[config.mk]
export PLATFORM = sky130hd
export DESIGN_NAME = spi_shift_reg
export DESIGN_NICKNAME = d
export VERILOG_FILES = /design/src/rtl/spi_shift_reg.sv
export SDC_FILE = /design/constraint.sdc
export NUM_CORES = 1
export LEC_CHECK = 0
export CAP_MARGIN = 20
export CORE_ASPECT_RATIO = 1.2
export CORE_MARGIN = 2
export CORE_UTILIZATION = 40
export DETAILED_ROUTE_END_ITERATION = 16
export PLACE_DENSITY = 0.62
export SLEW_MARGIN = 20
export SYNTH_ARGS = -nofsm -noshare
export SYNTH_HDL_FRONTEND = slang
export SYNTH_SLANG_ARGS = --single-unit
[constraint.sdc]
create_clock -name clk_i -period 2.4 [get_ports clk_i]
set_input_delay 0.48 -clock clk_i [delete_from_list [all_inputs] [get_ports clk_i]]
set_output_delay 0.48 -clock clk_i [all_outputs]
set_load 0.02 [all_outputs]
[src/rtl/spi_shift_reg.sv]
// spi_shift_reg: parametrised full-duplex shift register for the SPI datapath.
// The parallel side loads a right-aligned transmit word. The SPI clock
// generator supplies one sh_en_i strobe per bit. The received bits come out
// right-aligned on data_o when the transfer completes.
//
// state | meaning
// IDLE  | no transfer; sdo_o low, shift strobes ignored, waiting for ld_i
// SHIFT | transfer running; one bit out/in per sh_en_i until cnt reaches 1
module spi_shift_reg #(
  parameter int DW = 8,
  parameter int LW = $clog2(DW + 1)
) (
  input  logic          clk_i,
  input  logic          rst_i,
  input  logic [DW-1:0] data_i,
  input  logic          ld_i,
  input  logic [LW-1:0] len_i,
  input  logic          lsb_first_i,
  input  logic          sh_en_i,
  input  logic          sdi_i,
  output logic          sdo_o,
  output logic          busy_o,
  output logic          done_o,
  output logic [DW-1:0] data_o
);

  localparam logic [LW-1:0] DW_L = LW'(DW);
  localparam logic [LW-1:0] ONE_L = LW'(1);

  typedef enum logic {IDLE, SHIFT} state_t;

  state_t        state;
  state_t        state_nxt;

  logic [DW-1:0] shreg;
  logic [LW-1:0] cnt;
  logic [LW-1:0] len_q;
  logic          ord;

  logic [LW-1:0] len_eff;
  logic [LW-1:0] pad_eff;
  logic [LW-1:0] pad_q;
  logic [DW-1:0] shreg_ld;
  logic [DW-1:0] shreg_sh;
  logic [DW-1:0] rx_word;
  logic          load;
  logic          shift;
  logic          last;

  // Effective length and alignment amounts for the load and the completion.
  // Zero and out-of-range lengths mean a full-width transfer.
  always_comb begin
    len_eff = ((len_i == '0) || (len_i > DW_L)) ? DW_L : len_i;
    pad_eff = DW_L - len_eff;
    pad_q   = DW_L - len_q;
  end

  // Load image, shift image and right-aligned receive word.
  // MSB-first: the word is pre-shifted so bit N-1 leaves first from the top.
  // LSB-first: bits leave from bit 0 and received bits enter at the top,
  // so the received word is the top N bits moved down.
  always_comb begin
    shreg_ld = lsb_first_i ? data_i : (data_i << pad_eff);
    shreg_sh = ord ? {sdi_i, shreg[DW-1:1]} : {shreg[DW-2:0], sdi_i};
    rx_word  = ord ? (shreg_sh >> pad_q)
                   : (shreg_sh & ({DW{1'b1}} >> pad_q));
  end

  // State register.
  always_ff @(posedge clk_i or posedge rst_i) begin
    if (rst_i) begin
      state <= IDLE;
    end else begin
      state <= state_nxt;
    end
  end

  // Next-state logic: a load starts a transfer, the last strobe ends it.
  always_comb begin
    state_nxt = state;
    case (state)
      IDLE:    if (ld_i) state_nxt = SHIFT;
      SHIFT:   if (sh_en_i && (cnt == ONE_L)) state_nxt = IDLE;
      default: state_nxt = IDLE;
    endcase
  end

  // State-decoded controls and the serial output bit.
  // ld_i is only honoured in IDLE, and sh_en_i only in SHIFT. A load that
  // coincides with a strobe therefore never shifts.
  always_comb begin
    load   = (state == IDLE) && ld_i;
    shift  = (state == SHIFT) && sh_en_i;
    last   = shift && (cnt == ONE_L);
    busy_o = (state == SHIFT);
    sdo_o  = 1'b0;
    if (state == SHIFT) begin
      sdo_o = ord ? shreg[0] : shreg[DW-1];
    end
  end

  // Datapath registers: shift register, bit counter, latched length/order,
  // completion pulse and received word.
  always_ff @(posedge clk_i or posedge rst_i) begin
    if (rst_i) begin
      shreg  <= '0;
      cnt    <= '0;
      len_q  <= '0;
      ord    <= 1'b0;
      done_o <= 1'b0;
      data_o <= '0;
    end else begin
      done_o <= last;
      if (load) begin
        shreg <= shreg_ld;
        cnt   <= len_eff;
        len_q <= len_eff;
        ord   <= lsb_first_i;
      end else if (shift) begin
        shreg <= shreg_sh;
        cnt   <= cnt - ONE_L;
      end
      if (last) begin
        data_o <= rx_word;
      end
    end
  end

endmodule
==> flow_summary_export.csv <==
group,metric,value,unit
yosys,synth_top_area_cell,"sky130_fd_sc_hd__dfrtp_1",
global_route,remaining_global_route_overflow,0,
yosys,netlist_instances,228,
hold_path,worstHoldPathCells,2,
yosys,ys_top_cells_by_area,"sky130_fd_sc_hd__dfrtp_1 33%, sky130_fd_sc_hd__mux2i_1 9.3%, sky130_fd_sc_hd__mux4_2 5.5%, sky130_fd_sc_hd__ha_1 4.3%, sky130_fd_sc_hd__nand2_1 4.2%",
pwr,powerDensity,1250,mW/mm^2
yosys,synth-seq-cells,27,
clock_network,clock_latency_on_the_worst_skew_pair,0.28,ns
clock_network,cts_sinks,27,
clock_network,clock_tree.buffer_depth,2,
die,start_util,41.4,%
yosys,synth_cell_types,47,
layout,ant_cells,0,
yosys,post-synth-top-count-cell,"sky130_fd_sc_hd__dfrtp_1",
die,die_h,82.3,microns
clock_network,cts.reportedPaths.clkPinSlew,0.10,ns
placement,dp_slack,-0.119,ns
critical_path,largest_fanout_on_the_critical_path,7,
global_route,number_of_antenna_violations_at_the_first_check_in_global_routing,0,
pwr,power_report.internal_total,1.69,mW
yosys,synthesis.area_per_instance,8.97,sq um
die,die_area,0.00570,sq mm
route,drt-total-wl,4830,microns
sta,min_period_over_period,92.3,%
die,core_region_area,0.00494,sq mm
pwr,power.switching,1.43,mW
critical_path,critical_path_class,"in2reg",
hold_path,min_path_type,"reg2reg",
yosys,synthTopCellsByCount,"27 x sky130_fd_sc_hd__dfrtp_1, 23 x sky130_fd_sc_hd__nand2_1, 19 x sky130_fd_sc_hd__mux2i_1",
run_status,run_status,"finished, final reports clean",
global_route,first_global_vias,1854,
sta,whs,0.486,ns
pwr,power,3.12,mW
global_route,grt.met1_usage,23.0,%
die,die_width,69.3,microns
clock_network,ctsHoldBuffers,0,
route,wl_per_cell,15.0,microns
yosys,synth_top_area_share,33.0,%
yosys,syn-cell-area,0.00204,sq mm
yosys,synth_nets,253,
clock_network,tritoncts_clock_tree,"done",
route,drtIter0Drc,120,
clock_network,cts_made_buffers,3,
sta,tightestPinTransition,0.355,ns
layout,area.growth.synth_to_final,22.4,%
die,count_of_pins_on_the_block_boundary,29,
global_route,globalRouteMet2Util,35.5,%
placement,globalplace.congestion,0.903,
pwr,switching_share,45.9,%
sta,unrepaired_setup_endpoints_after_global_routing,"no",
route,detail_route.drc_violations,0,
yosys,synthesis.yosys.warnings,0,
critical_path,ff2ff_setup_slack,0.37,ns
pwr,power.static_leakage,1.03,nW
route,vias,1793,
sta,fmaxAchievable,451,MHz
pwr,combinationalPowerShare,62.8,%
critical_path,r2r_cells,9,
layout,final_layout_size_suffix_gt1_share,13.0,%
yosys,synth-async-reset-ratio,100,%
critical_path,worst_ep_required_time,2.61,ns
clock_network,clockRootBuffer,"sky130_fd_sc_hd__clkbuf_8",
route,ant_nets,0,
pwr,power_frac_clock,9.0,%
yosys,synth_ff_type,"sky130_fd_sc_hd__dfrtp_1",
die,floorplan.rows,28,
sta,hold_violations,0,
critical_path,start_kind,"primary input",
critical_path,worst_setup_path_end_kind,"flip-flop",
run,cap_violations,0,
route,firstDrtPassIters,4,
critical_path,regToRegStartpoint,"len_q[1]",
placement,dp.cells,317,
global_route,grt_util_met3,1.82,%
layout,final-instance-count-excl-fill,321,
sta,maxSlewViolCount,0,
pwr,vdd_ir_drop_max,0.457,mV
placement,port_buffers,28,
pwr,seqPwrFrac,28.2,%
hold_path,worst_hold_startpoint,"data_o[6]",
clock_network,postCtsResizedCells,0,
hold_path,min_to,"data_o[6]",
global_route,grt_most_used_layer,"met2",
clock_network,post-cts-setup-buffers,0,
clock_network,htreeDepth,1,
yosys,synth-edff-count,0,
sta,slew-limit-headroom,76.3,%
global_route,grt_start_max_net_pins,28,
layout,fin_nets,287,
route,detail_route.vias_per_cell,5.59,
sta,post-route-min-period,2.22,ns
yosys,ys_seq_area_share,33.0,%
critical_path,reg2reg_to,"data_o[0]",
placement,place.detailed.hpwl,3670,microns
global_route,grt_use_total,18.9,%
sta,clock_skew,0.00358,ns
global_route,grt_pass1_wl,8710,microns
critical_path,critPathArrivalTime,2.43,ns
sta,finalSetupViolCount,0,
sta,post-route-worst-setup-slack,0.185,ns
[flip-flops by register name, indices dropped and copies added (netlist names)]
name	cells
busy_o	1
cnt	4
data_o	8
done_o	1
len_q	4
ord	1
shreg	8
[worst max-delay path, cell delays in order]
cell and delay (ns):
sky130_fd_sc_hd__clkdlybuf4s50_1 0.47, sky130_fd_sc_hd__nor2b_1 0.16, sky130_fd_sc_hd__inv_1 0.08, sky130_fd_sc_hd__ha_1 0.37, sky130_fd_sc_hd__buf_4 0.20, sky130_fd_sc_hd__or4_1 0.51
sky130_fd_sc_hd__a31oi_1 0.16
[power groups by stage]
stage,sequential (mW),clock [mW],combinational [mW]
floorplan,0.885,0,1.37
global placement,0.880,0,1.93
detailed placement,0.884,0,1.96
CTS,0.874,0.289,1.97
global route,0.914,0.307,2.18
finish,0.878,0.282,1.96
[stage by stage]
step	utilization, %	TNS [ns]	area [sq um]
3_5_place_dp	49.6	-0.409	2450
3_3_place_gp	49.6	-0.236	2450
2_1_floorplan	-	0	2040
4_1_cts	50.7	0	2500
5_1_grt	50.7	0	2500
6_report	50.7	0	2500
[cells by family after synthesis]
kind of cell	share of synthesized area, %
AND/OR/NAND/NOR	18.4
AO/OA/AOI/OAI	19.7
buffers and inverters	6.12
flip-flops	33.0
multiplexers	15.9
adder cells (fa/ha/maj)	4.28
XOR/XNOR	2.57
[area by class of cell]
cell class | instances | area (sq um)
Multi-Input combinational cell | 172 | 1240
Inverter | 13 | 50.0
Sequential cell | 27 | 676
Fill cell | 496 | 2440
Clock inverter | 1 | 8.76
Tap cell | 60 | 75.1
Timing Repair Buffer | 45 | 408
Clock buffer | 3 | 41.3
[how the worst max path moves through the flow]
stage	startpoint	end	slack, ns	cells after the start
5_1_grt	len_i[0]	shreg[7]	0.05	7
6_report	len_i[0]	shreg[1]	0.18	7
3_3_place_gp	len_i[0]	shreg[1]	-0.09	7
2_1_floorplan	len_i[0]	shreg[7]	0.20	8
3_5_place_dp	len_i[0]	shreg[1]	-0.12	7
4_1_cts	len_i[0]	shreg[1]	0.18	7
[placed cells by master (no fill, tap or decap), types with 4 or more instances in the layout]
cell type	synthesis	routed
sky130_fd_sc_hd__nand2b_1	4	4
sky130_fd_sc_hd__ha_1	7	7
sky130_fd_sc_hd__xnor2_1	4	4
sky130_fd_sc_hd__a211oi_1	6	6
sky130_fd_sc_hd__o31ai_1	7	7
sky130_fd_sc_hd__buf_4	0	17
sky130_fd_sc_hd__clkdlybuf4s50_1	0	28
sky130_fd_sc_hd__nand2_1	23	23
sky130_fd_sc_hd__inv_1	12	12
sky130_fd_sc_hd__a31oi_1	4	4
sky130_fd_sc_hd__mux4_2	5	5
sky130_fd_sc_hd__mux2i_1	19	19
sky130_fd_sc_hd__o211ai_1	7	7
sky130_fd_sc_hd__nor2_1	14	14
sky130_fd_sc_hd__nor2b_1	6	6
sky130_fd_sc_hd__a21oi_1	9	9
sky130_fd_sc_hd__nor3_1	6	6
sky130_fd_sc_hd__o21ai_0	13	13
sky130_fd_sc_hd__dfrtp_1	27	27
sky130_fd_sc_hd__nand3_1	6	6
[per-layer routing]
metal	up-vias	share of wire, %
met5	-	0
met4	0	1.5
met3	7	2.4
met2	42	51
met1	845	46
li1	899	-
(Power assumes the default switching activity.)
